===== config.mk =====
export PLATFORM = sky130hd
export DESIGN_NAME = dcache_coherence_port_flat
export DESIGN_NICKNAME = d
export VERILOG_FILES = /design/src/rtl/dcache_coherence_port_if.sv /design/src/rtl/dcache_coherence_port.sv /design/src/flat_wrapper.sv
export SDC_FILE = /design/constraint.sdc
export NUM_CORES = 1
export LEC_CHECK = 0
export CORE_AREA = 4 4 141 143
export CTS_BUF_LIST = sky130_fd_sc_hd__clkbuf_4 sky130_fd_sc_hd__clkbuf_8
export DETAILED_ROUTE_END_ITERATION = 10
export DIE_AREA = 0 0 145 147
export HOLD_SLACK_MARGIN = 0.1
export PLACE_DENSITY = 0.72
export SYNTH_ARGS = -nofsm -noshare
export SYNTH_HDL_FRONTEND = slang
export SYNTH_SLANG_ARGS = --single-unit
export TNS_END_PERCENT = 50

===== constraint.sdc =====
create_clock -name clk -period 1.7 [get_ports clk]
set_input_delay 0.34 -clock clk [delete_from_list [all_inputs] [get_ports clk]]
set_output_delay 0.34 -clock clk [all_outputs]
set_load 0.01 [all_outputs]

===== src/rtl/dcache_coherence_port_if.sv =====
// dcache_coherence_port_if
// Bundles every non-clock signal of the data-cache coherence port. One
// interface carries all three sides of the block:
//   cache side : req_valid/req_write/req_excl/req_addr/req_wdata in,
//                req_done/fill_data out
//   tag lookup : snp_hit/snp_dirty/snp_data in, snp_inv/snp_downgrade out
//   bus side   : dREN/dWEN/daddr/dstore/ccwrite/cctrans out,
//                dwait/dload/ccwait/ccinv/ccsnoopaddr in
// Modport 'master' is the port block itself, which masters the memory bus.
// Modport 'slave' is the environment around it (cache, tags, bus controller).
interface dcache_coherence_port_if;
   logic        req_valid;
   logic        req_write;
   logic        req_excl;
   logic [31:0] req_addr;
   logic [63:0] req_wdata;
   logic        req_done;
   logic [63:0] fill_data;

   logic        snp_hit;
   logic        snp_dirty;
   logic [63:0] snp_data;
   logic        snp_inv;
   logic        snp_downgrade;

   logic        dREN;
   logic        dWEN;
   logic [31:0] daddr;
   logic [31:0] dstore;
   logic        ccwrite;
   logic        cctrans;
   logic        dwait;
   logic [31:0] dload;
   logic        ccwait;
   logic        ccinv;
   logic [31:0] ccsnoopaddr;

   modport master (
      input  req_valid, req_write, req_excl, req_addr, req_wdata,
      output req_done, fill_data,
      input  snp_hit, snp_dirty, snp_data,
      output snp_inv, snp_downgrade,
      output dREN, dWEN, daddr, dstore, ccwrite, cctrans,
      input  dwait, dload, ccwait, ccinv, ccsnoopaddr
   );

   modport slave (
      output req_valid, req_write, req_excl, req_addr, req_wdata,
      input  req_done, fill_data,
      output snp_hit, snp_dirty, snp_data,
      input  snp_inv, snp_downgrade,
      input  dREN, dWEN, daddr, dstore, ccwrite, cctrans,
      output dwait, dload, ccwait, ccinv, ccsnoopaddr
   );
endinterface


===== src/rtl/dcache_coherence_port.sv =====
// dcache_coherence_port
// Moves 2-word cache blocks between the data cache and the coherent memory
// bus, and answers snoops from the coherence controller. A request is either
// a fill (bus read, optionally exclusive) or a writeback of a dirty block.
// Snoops take priority over starting a request; a snooped Modified line is
// supplied to the bus as a 2-word write, then invalidated or downgraded.
// Ports:
//   clk  - single clock, rising edge
//   rst  - synchronous, active-high reset
//   bus  - dcache_coherence_port_if.master (cache, tag lookup and bus sides)
module dcache_coherence_port (
   input logic                     clk,
   input logic                     rst,
   dcache_coherence_port_if.master bus
);

   typedef enum logic [2:0] {
      IDLE,
      REQ0,
      REQ1,
      DONE,
      SNP_CHK,
      SNP_W0,
      SNP_W1,
      SNP_END
   } state_t;

   state_t      state;
   state_t      state_next;

   logic [63:0] fill_q;
   logic [31:0] snoop_base;
   logic        snoop_inv;

   logic [31:0] req_base;
   logic        unused_addr_bits;

   logic        ren_c;
   logic        wen_c;
   logic [31:0] addr_c;
   logic [31:0] store_c;
   logic        ccwrite_c;
   logic        cctrans_c;
   logic        done_c;
   logic        inv_c;
   logic        downgrade_c;

   // Blocks are 8-byte aligned, so the low three address bits never matter.
   assign req_base         = {bus.req_addr[31:3], 3'b000};
   assign unused_addr_bits = ^{bus.req_addr[2:0], bus.ccsnoopaddr[2:0]};

   // State register plus the data the port must remember across cycles:
   // fill words land in fill_q as each bus read word is accepted (fills only,
   // writebacks leave the last fill intact), and the snooped block address
   // and invalidate request are frozen in SNP_CHK so the controller's
   // values at the start of the snoop govern the whole response.
   always_ff @(posedge clk) begin
      if (rst) begin
         state      <= IDLE;
         fill_q     <= 64'h0;
         snoop_base <= 32'h0;
         snoop_inv  <= 1'b0;
      end else begin
         state <= state_next;
         if (state == REQ0 && !bus.ccwait && !bus.dwait && !bus.req_write) begin
            fill_q[31:0] <= bus.dload;
         end
         if (state == REQ1 && !bus.dwait && !bus.req_write) begin
            fill_q[63:32] <= bus.dload;
         end
         if (state == SNP_CHK) begin
            snoop_base <= {bus.ccsnoopaddr[31:3], 3'b000};
            snoop_inv  <= bus.ccinv;
         end
      end
   end

   // Next-state and output decode. Everything defaults low so each state
   // only names what it drives. A snoop arriving in REQ0 wins before any
   // word is accepted and the request restarts from word0 afterwards; once
   // word0 has gone out the request is allowed to finish, because the
   // controller holds its snoop until then.
   always_comb begin
      state_next  = state;
      ren_c       = 1'b0;
      wen_c       = 1'b0;
      addr_c      = 32'h0;
      store_c     = 32'h0;
      ccwrite_c   = 1'b0;
      cctrans_c   = 1'b0;
      done_c      = 1'b0;
      inv_c       = 1'b0;
      downgrade_c = 1'b0;

      case (state)
         IDLE: begin
            if (bus.ccwait) begin
               state_next = SNP_CHK;
            end else if (bus.req_valid) begin
               state_next = REQ0;
            end
         end

         REQ0: begin
            if (bus.ccwait) begin
               state_next = SNP_CHK;
            end else begin
               ren_c     = ~bus.req_write;
               wen_c     = bus.req_write;
               ccwrite_c = bus.req_excl & ~bus.req_write;
               addr_c    = req_base;
               store_c   = bus.req_wdata[31:0];
               if (!bus.dwait) begin
                  state_next = REQ1;
               end
            end
         end

         REQ1: begin
            ren_c     = ~bus.req_write;
            wen_c     = bus.req_write;
            ccwrite_c = bus.req_excl & ~bus.req_write;
            addr_c    = req_base + 32'd4;
            store_c   = bus.req_wdata[63:32];
            if (!bus.dwait) begin
               state_next = DONE;
            end
         end

         DONE: begin
            done_c     = 1'b1;
            state_next = IDLE;
         end

         SNP_CHK: begin
            cctrans_c = 1'b1;
            if (bus.snp_hit && bus.snp_dirty) begin
               state_next = SNP_W0;
            end else begin
               state_next = SNP_END;
            end
         end

         SNP_W0: begin
            cctrans_c = 1'b1;
            wen_c     = 1'b1;
            addr_c    = snoop_base;
            store_c   = bus.snp_data[31:0];
            if (!bus.dwait) begin
               state_next = SNP_W1;
            end
         end

         SNP_W1: begin
            cctrans_c = 1'b1;
            wen_c     = 1'b1;
            addr_c    = snoop_base + 32'd4;
            store_c   = bus.snp_data[63:32];
            if (!bus.dwait) begin
               state_next = SNP_END;
            end
         end

         SNP_END: begin
            inv_c       = bus.snp_hit & snoop_inv;
            downgrade_c = bus.snp_hit & ~snoop_inv & bus.snp_dirty;
            state_next  = IDLE;
         end

         default: begin
            state_next = IDLE;
         end
      endcase
   end

   assign bus.dREN          = ren_c;
   assign bus.dWEN          = wen_c;
   assign bus.daddr         = addr_c;
   assign bus.dstore        = store_c;
   assign bus.ccwrite       = ccwrite_c;
   assign bus.cctrans       = cctrans_c;
   assign bus.req_done      = done_c;
   assign bus.snp_inv       = inv_c;
   assign bus.snp_downgrade = downgrade_c;
   assign bus.fill_data     = fill_q;

endmodule


===== src/flat_wrapper.sv =====
// flat-port wrapper written by rule: the top's interface ports become plain ports
module dcache_coherence_port_flat 
  (clk, rst, bus_req_valid, bus_req_write, bus_req_excl, bus_req_addr, bus_req_wdata, bus_req_done, bus_fill_data, bus_snp_hit, bus_snp_dirty, bus_snp_data, bus_snp_inv, bus_snp_downgrade, bus_dREN, bus_dWEN, bus_daddr, bus_dstore, bus_ccwrite, bus_cctrans, bus_dwait, bus_dload, bus_ccwait, bus_ccinv, bus_ccsnoopaddr);
  dcache_coherence_port_if bus_i ();
  input logic clk;
  input logic rst;
  input wire logic [$bits(bus_i.req_valid)-1:0] bus_req_valid;
  input wire logic [$bits(bus_i.req_write)-1:0] bus_req_write;
  input wire logic [$bits(bus_i.req_excl)-1:0] bus_req_excl;
  input wire logic [$bits(bus_i.req_addr)-1:0] bus_req_addr;
  input wire logic [$bits(bus_i.req_wdata)-1:0] bus_req_wdata;
  output wire logic [$bits(bus_i.req_done)-1:0] bus_req_done;
  output wire logic [$bits(bus_i.fill_data)-1:0] bus_fill_data;
  input wire logic [$bits(bus_i.snp_hit)-1:0] bus_snp_hit;
  input wire logic [$bits(bus_i.snp_dirty)-1:0] bus_snp_dirty;
  input wire logic [$bits(bus_i.snp_data)-1:0] bus_snp_data;
  output wire logic [$bits(bus_i.snp_inv)-1:0] bus_snp_inv;
  output wire logic [$bits(bus_i.snp_downgrade)-1:0] bus_snp_downgrade;
  output wire logic [$bits(bus_i.dREN)-1:0] bus_dREN;
  output wire logic [$bits(bus_i.dWEN)-1:0] bus_dWEN;
  output wire logic [$bits(bus_i.daddr)-1:0] bus_daddr;
  output wire logic [$bits(bus_i.dstore)-1:0] bus_dstore;
  output wire logic [$bits(bus_i.ccwrite)-1:0] bus_ccwrite;
  output wire logic [$bits(bus_i.cctrans)-1:0] bus_cctrans;
  input wire logic [$bits(bus_i.dwait)-1:0] bus_dwait;
  input wire logic [$bits(bus_i.dload)-1:0] bus_dload;
  input wire logic [$bits(bus_i.ccwait)-1:0] bus_ccwait;
  input wire logic [$bits(bus_i.ccinv)-1:0] bus_ccinv;
  input wire logic [$bits(bus_i.ccsnoopaddr)-1:0] bus_ccsnoopaddr;
  assign bus_i.req_valid = bus_req_valid;
  assign bus_i.req_write = bus_req_write;
  assign bus_i.req_excl = bus_req_excl;
  assign bus_i.req_addr = bus_req_addr;
  assign bus_i.req_wdata = bus_req_wdata;
  assign bus_req_done = bus_i.req_done;
  assign bus_fill_data = bus_i.fill_data;
  assign bus_i.snp_hit = bus_snp_hit;
  assign bus_i.snp_dirty = bus_snp_dirty;
  assign bus_i.snp_data = bus_snp_data;
  assign bus_snp_inv = bus_i.snp_inv;
  assign bus_snp_downgrade = bus_i.snp_downgrade;
  assign bus_dREN = bus_i.dREN;
  assign bus_dWEN = bus_i.dWEN;
  assign bus_daddr = bus_i.daddr;
  assign bus_dstore = bus_i.dstore;
  assign bus_ccwrite = bus_i.ccwrite;
  assign bus_cctrans = bus_i.cctrans;
  assign bus_i.dwait = bus_dwait;
  assign bus_i.dload = bus_dload;
  assign bus_i.ccwait = bus_ccwait;
  assign bus_i.ccinv = bus_ccinv;
  assign bus_i.ccsnoopaddr = bus_ccsnoopaddr;
  dcache_coherence_port u_core (.clk(clk), .rst(rst), .bus(bus_i));
endmodule

# Yosys cells after proc, flatten, opt, wreduce, memory -nomap -nowiden
# Cells that the tools add are included.
# classes
n_addsub,2
mux,23
n_bitwise,6
n_eq_ne,12
n_reduce_logical,14
# ops
op,count
$pmux 32 s4,2
$add 32x3->32 const B,2
$mux 32,2
$mux 3,7
$pmux 3 s7,1
$eq 3x3->1 const B,4
$mux 1,7
$eq 3x2->1 const B,2
$logic_and 1x1->1,6
$ne 2x2->1 const B,3
$ne 3x3->1 const B,2
$reduce_and 5->1,1
$and 1x1->1,4
$pmux 1 s2,2
$reduce_or 2->1,2
$eq 3x1->1 const B,1
$logic_not 1->1,3
$logic_not 3->1,1
$pmux 1 s3,1
$reduce_or 3->1,1
$mux 2,1
$not 1->1,2
# totals
output_inout_bits,135
in_bits,234
regBits,97
word_cells,62

# Depth between registers and ports, before layout
# Gate-level depths: netlist of the first run.
# depth
word_depth,4
depth_mapped,6
depth_no_buf,4

# Worst setup path after synthesis of the first run
# No wires, ideal clock.
# synth_timing
path_type,register -> output
from,register u_core.state[2]
to,output port bus_dstore[10]
setup_slack_ns,0.057
t_arrival_ns,1.303
stages_incl_launch_ff,7
cell_sequence,dfxtp_1 buf_2 and3b_1 clkbuf_1 buf_2 a22oi_1 o21ai_0
# synth_between
elab_chain_len,2
# synth_rtl
item,line_no,rtl
"start, declared",dcache_coherence_port.sv:28,state_t state;
"start signal, assigned",dcache_coherence_port.sv:64,state <= state_next;
$eq 3x3->1 (tied with other cells),dcache_coherence_port.sv:95,case (state)
$pmux 32 s4 *,dcache_coherence_port.sv:95,
"end, declared",flat_wrapper.sv:22,output wire logic [$bits(bus_i.dstore)-1:0] bus_dstore;
# Every way passes the cells marked *; elsewhere a longest branch is shown, timed or not.

# Final worst setup path of the first run
# layout_timing
from,register u_core.state[0]
to,output port bus_dstore[29]
# The elaborated chain is that of the path after synthesis.

==> qor.txt, run 1 <==
Layout cells sized above 1: 0.215
HPWL Detailed: 17100 um
Critical path cell sequence: buf_4 -> and3b_2 -> buf_12 -> buf_16 -> a22oi_2 -> o21ai_1 -> buf_2
Top cell type's share of synthesized area: 0.374
Reg2reg path depth: 9
Post-synth EDFFs: 0
Clk Tree Root Cell: clkbuf_8
RSZ-0062 raised after global routing: yes
Clk sink count: 97
Worst path bufs/invs: 4
WP depth: 7
Largest net degree at the start of global routing: 60
Post-Route Utilization: 0.529
Worst skew pair latency: 0.37 ns
1st-pass router iterations: 4
Inserted Clock Buffers: 9
Num ports: 369
Asr flop ratio synth: 0
Register bit total from synthesis: 97
Total Wirelength: 23300 um
Row count: 50
Required time of the worst setup path: 1.36 ns
H-tree depth: 3
Classification of the worst setup path: reg2out
Layout Area Growth over Synthesis: 89.5%
Total grt overflow: 0
Cell variety after synth: 31
Synth cell count leaders: mux2i_1, nand2b_1, dfxtp_1
1st-iter DRT viols: 183
Initial Utilization: 0.279
Startpoint types: flop
Max Cap Violations: 0
CTS clk-pin slew, worst paths: 0.11 ns
Die ar.: 21300 um2
Die height: 147 um
Syn. warnings: 0
CTS Buffer Depth: 2
First-pass GRT wire length: 35100 um
Vias in the first global route: 5992
Top delay family on crit path: buffers and inverters
WHS Endpoint: u_core.state[2]
Syn_area_per_cell: 8.81 um2
HP Start: rst
Routed Antenna Nets: 0
VDD IR-drop max: 0.464 mV
Synth Flop Type: dfxtp_1
Post-synthesis sequential area ratio: 0.374
Top-count cell post-synth: mux2i_1
Worst-path fanout max: 8
Fin. Hold Viols: 0
All-Layer GR Usage: 0.209
GP Congestion: 0.954
Hold Crit Depth: 2
Setup violations, final: 98
Worst path slowest cell: dfxtp_4
Period utilization: 1.24
Gate Count Post-Synth: 589
Arrival time of the worst setup path: 1.78 ns
Total core area: 18600 um2
CTS tree: built
Leakage power: 0.00405 uW
Reg2reg setup slack: -0.08 ns
End of the worst register-to-register path: u_core.bus.fill_data[28]
PwrDens: 680 nW/um2
IO buf count: 360
Tightest Hold Check Type: in2reg
Final Worst Setup Slack: -0.415 ns
CP peak stage delay: 0.36 ns
Reg-to-reg critical path startpoint: u_core.state[0]
Final Net Count: 1202
FMAX: 473 MHz
Status: finished with violations
CP Capture Type: output port
Post-Route Skew: 0.0151 ns
Fin. max-slew vios: 0
Initial antenna violation count: 3
Failing checks: setup timing
Routed WL per cell: 19.2 um
Hold_ws: 0.333 ns
Final min period: 2.12 ns
Total power: 6690 uW
Number of fill cells: 1737
DRC viols: 0
Vias per cell: 4.70
Mapped Area: 5190 um2
Die Wd: 145 um
Synth area leaders: dfxtp_1, mux2i_1, nand2b_1, a22oi_1, nand2_1
Yosys top cell by area: dfxtp_1
Via count: 5688
[timing repair]
item,CTS,global route
setup buffers,15,1
pin swaps,26,13
gates resized for setup,379,53
endpoints found under the setup margin,101,140
hold buffers,0,0
hold endpoints to repair,0,0
cloned,5,1
[worst max-delay path by stage]
stage / startpoint / end
2_1_floorplan: u_core.state[2] / bus_dstore[10]
5_1_grt: u_core.state[0] / bus_dstore[29]
3_5_place_dp: bus_ccwait / bus_dstore[12]
4_1_cts: u_core.state[0] / bus_dstore[0]
3_3_place_gp: bus_ccwait / bus_daddr[11]
6_report: u_core.state[0] / bus_dstore[29]
[where the power goes]
group          total [uW]  switching [uW]  internal (uW)
clock network        1500             925            576
registers            2450            72.7           2380
logic                2730            1220           1510
[through the flow]
step                instance area, um2  TNS [ns]  std cells  setup WS [ns]
floorplan                         5190         0        590         0.0566
global placement                  9230    -51.81       1170         -0.740
CTS                               9690    -27.90       1206         -0.452
global route                      9830    -31.88       1210         -0.490
detailed placement                9230    -54.28       1170         -0.759
finish                            9830    -22.74       1210         -0.415
[final cells by class]
type | count | area, um2 | share of cell area
antenna | 3 | 7.51 | 0.000764
clock buffer | 9 | 124 | 0.0126
clock inverter | 7 | 73.8 | 0.00751
inverter | 1 | 3.75 | 0.000382
multi-input combinational | 441 | 3300 | 0.336
sequential | 97 | 1950 | 0.199
tap | 234 | 293 | 0.0298
timing repair buffer | 418 | 4080 | 0.415
[cell usage in the layout (no fill, tap or decap), types with 2 or more instances in the layout]
cell type	count
a21oi_1	31
clkdlybuf4s50_1	282
buf_8	5
dfxtp_4	3
diode_2	3
buf_2	60
buf_16	3
nor2_2	8
dfxtp_1	94
a22oi_2	29
buf_6	22
buf_12	12
a22oi_1	3
o21ai_1	30
inv_8	2
o21ai_0	2
nand2_1	63
mux2i_1	123
nor2_1	21
a211oi_1	2
nand2b_1	97
mux2i_4	2
nand2b_4	2
nand2_4	2
clkbuf_8	9
nor2_4	6
and2_4	2
conb_1	2
dlymetal6s2s_1	7
buf_4	25
clkinv_4	4
[layer usage]
layer  GRT usage  vias to the layer above  routed length [um]
met2       0.351                      264               11100
met3      0.0873                       29                2370
li1            -                     2775                   -
met1       0.242                     2620                9150
met4      0.0713                        0                 626
met5           0                        -                   0
[logic make-up (layout without fill, tap and decap cells)]
group,after synthesis,count (layout),synth area share
other cells,1,5,0.000723
buf+inv,52,435,0.0504
simple gates,212,212,0.216
flops,97,97,0.374
compound gates,102,102,0.117
mux,125,125,0.241
[registers in the layout (all words and copies together) (netlist names)]
register / cells
u_core.snoop_base: 29
u_core.bus.fill_data: 64
u_core.state: 3
u_core.snoop_inv: 1
(Power assumes the default switching activity.)
==> run 2: changes to the inputs <==
--- a/config.mk
+++ b/config.mk
@@ -11,6 +11,7 @@
 export DIE_AREA = 0 0 145 147
 export HOLD_SLACK_MARGIN = 0.1
 export PLACE_DENSITY = 0.72
+export RECOVER_POWER = 100
 export SYNTH_ARGS = -nofsm -noshare
 export SYNTH_HDL_FRONTEND = slang
 export SYNTH_SLANG_ARGS = --single-unit
==> run 2 against run 1 <==
Effect of this change: the flow still finishes with violations (setup timing); sequential share of layout area grew 0.16 points; wire length decreased by 0.13%; register-to-register slack hardly changed; first-iteration DRC count shrank 2.2%; cell count is the same; critical path depth unchanged; clock skew shrank 0.00083 ns; global-route usage unchanged; largest cell class unchanged; largest power group unchanged.
==> qor.txt, run 2 (same netlist as run 1, synthesis figures left out) <==
Status: finished with violations (unchanged)
Failing checks: setup timing (unchanged)
First-pass GRT wire length: 35100 um (unchanged)
Leakage power: 0.00389 uW (was 0.00405 uW)
Largest net degree at the start of global routing: 60 (unchanged)
Final min period: 2.11 ns (was 2.12 ns)
VDD IR-drop max: 0.463 mV (was 0.464 mV)
Cells after DPL: 1170 (unchanged)
CTS tree: built (unchanged)
Clk Tree Root Cell: clkbuf_8 (unchanged)
Total power: 6660 uW (was 6690 uW)
Initial Utilization: 0.279 (unchanged)
Largest register FFs: 64 (unchanged)
Classification of the worst setup path: reg2out (unchanged)
IO buf count: 360 (unchanged)
Commonest non-fill, non-tap cell in the layout: clkdlybuf4s50_1 (unchanged)
Setup violations, final: 99 (was 98)
Total Wirelength: 23300 um (about the same)
Fin. Hold Viols: 0 (unchanged)
Hold Crit Depth: 2 (unchanged)
All-Layer GR Usage: 0.209 (unchanged)
RSZ-0062 raised after global routing: yes (unchanged)
Initial antenna violation count: 3 (unchanged)
Post-Place Setup Slack: -0.759 ns (unchanged)
Max Cap Violations: 0 (unchanged)
Routed Antenna Nets: 0 (unchanged)
Worst path slowest cell: dfxtp_4 (unchanged)
1st-pass router iterations: 4 (unchanged)
CP peak stage delay: 0.36 ns (about the same)
Die Wd: 145 um (unchanged)
Arrival time of the worst setup path: 1.77 ns (was 1.78 ns)
Reg2reg setup slack: -0.08 ns (about the same)
Worst skew pair latency: 0.37 ns (about the same)
Fin. max-slew vios: 0 (unchanged)
Post-Layout Cell Count: 1210 (unchanged)
Layout cells sized above 1: 0.214 (was 0.215)
HP Start: rst (unchanged)
Number of fill cells: 1754 (was 1737)
HPWL Detailed: 17100 um (unchanged)
Total core area: 18600 um2 (unchanged)
Die ar.: 21300 um2 (unchanged)
Clk sink count: 97 (unchanged)
CP Capture Type: output port (unchanged)
Reg-to-reg critical path startpoint: u_core.state[0] (unchanged)
1st-iter DRT viols: 179 (was 183)
Post-Layout Inst Area: 9750 um2 (was 9830 um2)
WHS Endpoint: u_core.state[2] (unchanged)
Num ports: 369 (unchanged)
Post-Route Skew: 0.0143 ns (was 0.0151 ns)
Most frequent cells in the layout: clkdlybuf4s50_1, mux2i_1, nand2b_1 (unchanged)
Required time of the worst setup path: 1.36 ns (about the same)
Final Net Count: 1202 (unchanged)
Reg2reg path depth: 9 (unchanged)
Area after DPL: 9230 um2 (unchanged)
Vias in the first global route: 5992 (unchanged)
Layout Area Growth over Synthesis: 88.0% (was 89.5%)
Via count: 5660 (was 5688)
Top delay family on crit path: buffers and inverters (unchanged)
Total grt overflow: 0 (unchanged)
Tightest Hold Check Type: in2reg (unchanged)
Vias per cell: 4.68 (was 4.70)
H-tree depth: 3 (unchanged)
Row count: 50 (unchanged)
FMAX: 474 MHz (was 473 MHz)
End of the worst register-to-register path: u_core.bus.fill_data[12] (was u_core.bus.fill_data[28])
Routed WL per cell: 19.2 um (about the same)
Critical path cell sequence: buf_4 -> and3b_2 -> buf_12 -> buf_16 -> a22oi_2 -> o21ai_1 -> buf_2 (unchanged)
Die height: 147 um (unchanged)
Startpoint types: flop (unchanged)
Final Worst Setup Slack: -0.408 ns (was -0.415 ns)
DRC viols: 0 (unchanged)
PwrDens: 683 nW/um2 (was 680 nW/um2)
GP Congestion: 0.954 (unchanged)
Setup TNS Final: -22.92 ns (was -22.74 ns)
Worst path bufs/invs: 4 (unchanged)
Worst-path fanout max: 8 (unchanged)
Period utilization: 1.24 (about the same)
Inserted Clock Buffers: 9 (unchanged)
CTS Buffer Depth: 2 (unchanged)
CTS clk-pin slew, worst paths: 0.11 ns (about the same)
run 2: changes by cell type in the layout (fill, tap and decap cells not counted):
cell,before,now
buf_12,12,11
buf_4,25,23
clkbuf_1,0,8
clkbuf_2,0,1
clkbuf_4,0,1
dlymetal6s2s_1,7,0
run 2: timing repair:
item / CTS / global route
pin swaps: 26 / 13
setup endpoints to repair: 101 / 140
buffers inserted: 15 / 1
gates resized for setup: 379 / 53
hold buffers: 0 / 0
gates cloned: 5 / 1
run 2: stage by stage:
| step | hold slack [ns] | util |
|---|---|---|
| floorplan | 0.436 | - |
| global placement | 0.445 | 0.497 |
| detailed placement | 0.449 | 0.497 |
| CTS | 0.298 | 0.522 |
| global route | 0.321 | 0.525 |
| finish | 0.335 | 0.525 |
run 2: routing by layer:
metal  vias up  wire length, um  GRT usage
met5         -                0          0
met4         0              634     0.0713
met3        29             2370     0.0873
met2       253            11100      0.351
met1      2604             9130      0.242
li1       2774                -          -
run 2: final cells by class:
cell class | instances | area (um2) | share of cell area
flip-flops and latches | 97 | 1950 | 0.200
well taps | 234 | 293 | 0.0300
diodes | 3 | 7.51 | 0.000770
clock inverters | 7 | 73.8 | 0.00757
clock buffers | 9 | 124 | 0.0127
repair buffers | 418 | 4000 | 0.410
inverters | 1 | 3.75 | 0.000385
multi-input cells | 441 | 3300 | 0.338
run 2: how the worst max path moves through the flow:
stage,start,endpoint,depth (start not counted)
global route,u_core.state[0],bus_dstore[29],7
floorplan,u_core.state[2],bus_dstore[10],6
finish,u_core.state[0],bus_dstore[29],7
CTS,u_core.state[0],bus_dstore[0],8
detailed placement,bus_ccwait,bus_dstore[12],6
global placement,bus_ccwait,bus_daddr[11],7
run 2: where the power goes:
| part | switching, uW | total [uW] | internal, uW |
|---|---|---|---|
| Sequential | 72.5 | 2450 | 2380 |
| Clock | 920 | 1500 | 576 |
| Combinational | 1220 | 2710 | 1490 |
| Total | 2210 | 6660 | 4450 |
==> run 3: changes to the inputs <==
--- a/config.mk
+++ b/config.mk
@@ -5,12 +5,12 @@
 export SDC_FILE = /design/constraint.sdc
 export NUM_CORES = 1
 export LEC_CHECK = 0
-export CORE_AREA = 4 4 141 143
+export CORE_AREA = 2 2 143 145
 export CTS_BUF_LIST = sky130_fd_sc_hd__clkbuf_4 sky130_fd_sc_hd__clkbuf_8
 export DETAILED_ROUTE_END_ITERATION = 10
 export DIE_AREA = 0 0 145 147
 export HOLD_SLACK_MARGIN = 0.1
-export PLACE_DENSITY = 0.72
+export PLACE_DENSITY = 0.69
 export RECOVER_POWER = 100
 export SYNTH_ARGS = -nofsm -noshare
 export SYNTH_HDL_FRONTEND = slang
==> run 3 against run 2 <==
Effect of this change: the run still ends with setup timing left; wire length rose by 2.6%; maximum frequency fell by 4.2%; global-route usage fell by 0.16 points; sequential power barely moved; first-iteration DRC count rose by 32%; critical path type unchanged; largest power group unchanged.
==> qor.txt, run 3 (same netlist as run 1, synthesis figures left out) <==
Status: finished with violations (unchanged)
Failing checks: setup timing (unchanged)
H-tree depth: 3 (unchanged)
1st-pass router iterations: 5 (was 4)
VDD IR-drop max: 0.420 mV (was 0.463 mV)
HP Start: rst (unchanged)
End of the worst register-to-register path: u_core.bus.fill_data[21] (was u_core.bus.fill_data[12])
Fin. max-slew vios: 0 (unchanged)
All-Layer GR Usage: 0.208 (was 0.209)
IO buf count: 360 (unchanged)
Max Cap Violations: 0 (unchanged)
Post-Route Utilization: 0.496 (was 0.525)
Initial Utilization: 0.261 (was 0.279)
Fin. Hold Viols: 0 (unchanged)
CTS clk-pin slew, worst paths: 0.10 ns (was 0.11 ns)
GP Congestion: 0.935 (was 0.954)
Die Wd: 145 um (unchanged)
Num ports: 369 (unchanged)
Period utilization: 1.29 (was 1.24)
Total power: 7060 uW (was 6660 uW)
Reg2reg setup slack: -0.16 ns (was -0.08 ns)
Routed Antenna Nets: 0 (unchanged)
Post-Route Skew: 0.0108 ns (was 0.0143 ns)
Post-Place Setup Slack: -0.791 ns (was -0.759 ns)
RSZ-0062 raised after global routing: yes (unchanged)
Die ar.: 21300 um2 (unchanged)
Vias in the first global route: 5800 (was 5992)
Hold_ws: 0.457 ns (was 0.335 ns)
Routed WL per cell: 18.9 um (was 19.2 um)
DRC viols: 0 (unchanged)
Number of fill cells: 1935 (was 1754)
Largest register FFs: 64 (unchanged)
HPWL Detailed: 17300 um (was 17100 um)
Hold_buf cts: 0 (unchanged)
Setup violations, final: 100 (was 99)
Clk sink count: 97 (unchanged)
Largest net degree at the start of global routing: 68 (was 60)
Die height: 147 um (unchanged)
Final Net Count: 1219 (was 1202)
Layout cells sized above 1: 0.194 (was 0.214)
Worst-path fanout max: 19 (was 8)
Final Worst Setup Slack: -0.500 ns (was -0.408 ns)
Total core area: 19800 um2 (was 18600 um2)
1st-iter DRT viols: 237 (was 179)
Via count: 5829 (was 5660)
Total Wirelength: 23800 um (was 23300 um)
CTS tree: built (unchanged)
Commonest non-fill, non-tap cell in the layout: clkdlybuf4s50_1 (unchanged)
Most frequent cells in the layout: clkdlybuf4s50_1, mux2i_1, nand2b_1 (unchanged)
Hold Crit Depth: 3 (was 2)
PwrDens: 717 nW/um2 (was 683 nW/um2)
Total grt overflow: 0 (unchanged)
Setup TNS Final: -28.69 ns (was -22.92 ns)
Layout Area Growth over Synthesis: 89.7% (was 88.0%)
First-pass GRT wire length: 34000 um (was 35100 um)
Leakage power: 0.00397 uW (was 0.00389 uW)
FMAX: 455 MHz (was 474 MHz)
WHS Endpoint: u_core.snoop_base[3] (was u_core.state[2])
Vias per cell: 4.61 (was 4.68)
Clk Tree Root Cell: clkbuf_8 (unchanged)
Startpoint types: flop (unchanged)
Arrival time of the worst setup path: 1.86 ns (was 1.77 ns)
Required time of the worst setup path: 1.36 ns (about the same)
Worst skew pair latency: 0.38 ns (was 0.37 ns)
CP Capture Type: output port (unchanged)
Row count: 52 (was 50)
CTS Buffer Depth: 2 (unchanged)
Classification of the worst setup path: reg2out (unchanged)
Initial antenna violation count: 5 (was 3)
Tightest Hold Check Type: in2reg (unchanged)
Reg-to-reg critical path startpoint: u_core.state[1] (was u_core.state[0])
Final min period: 2.20 ns (was 2.11 ns)
Reg2reg path depth: 8 (was 9)
Inserted Clock Buffers: 9 (unchanged)
[run 3: area by class of cell]
| class | count | area, um2 | area share |
|---|---|---|---|
| Tap cell | 270 | 338 | 0.0343 |
| Inverter | 1 | 6.26 | 0.000636 |
| Multi-Input combinational cell | 441 | 3160 | 0.321 |
| Clock inverter | 7 | 109 | 0.0111 |
| Sequential cell | 97 | 1950 | 0.199 |
| Clock buffer | 9 | 124 | 0.0126 |
| Antenna cell | 5 | 12.5 | 0.00127 |
| Timing Repair Buffer | 435 | 4140 | 0.421 |
[run 3: metrics by stage]
| step | instance area, um2 | instances |
|---|---|---|
| final | 9840 | 1265 |
| after global routing | 9840 | 1265 |
| after CTS | 9580 | 1239 |
| after detailed placement | 9320 | 1212 |
| after global placement | 9320 | 1212 |
| after floorplan | 5190 | 590 |
[run 3: power by group]
part	leakage [uW]	switching (uW)	internal (uW)
clock network	0.000118	913	860
logic	0.00306	1240	1590
registers	0.000787	78.9	2380
total	0.00397	2230	4830
[run 3: timing repair]
action | 4_1_cts | 5_1_grt
setup endpoints to repair | 102 | 142
gates cloned | 2 | 6
gates resized for setup | 263 | 94
pin swaps | 10 | 4
hold endpoints to repair | 0 | 0
buffers inserted | 9 | 16
[run 3: worst max-delay path: stages (launching register included)]
cell and delay, ns:
dfxtp_4 0.42, buf_4 0.32, and2_1 0.19, clkdlybuf4s50_1 0.55
[run 3: worst max-delay path by stage]
stage / startpoint / end / slack [ns] / cells past startpoint
2_1_floorplan: u_core.state[2] / bus_dstore[10] / 0.06 / 6
3_3_place_gp: bus_ccwait / bus_dstore[22] / -0.75 / 6
3_5_place_dp: bus_ccwait / bus_dstore[14] / -0.79 / 6
4_1_cts: u_core.state[2] / bus_dstore[4] / -0.50 / 6
5_1_grt: u_core.state[1] / bus_dstore[27] / -0.59 / 6
6_report: u_core.state[2] / bus_cctrans / -0.50 / 3
[run 3: routing by layer]
metal | GRT usage | up-vias | part of all wire
li1 | - | 2808 | -
met1 | 0.240 | 2722 | 0.39
met2 | 0.351 | 252 | 0.49
met3 | 0.0661 | 47 | 0.080
met4 | 0.0955 | 0 | 0.037
met5 | 0 | - | 0
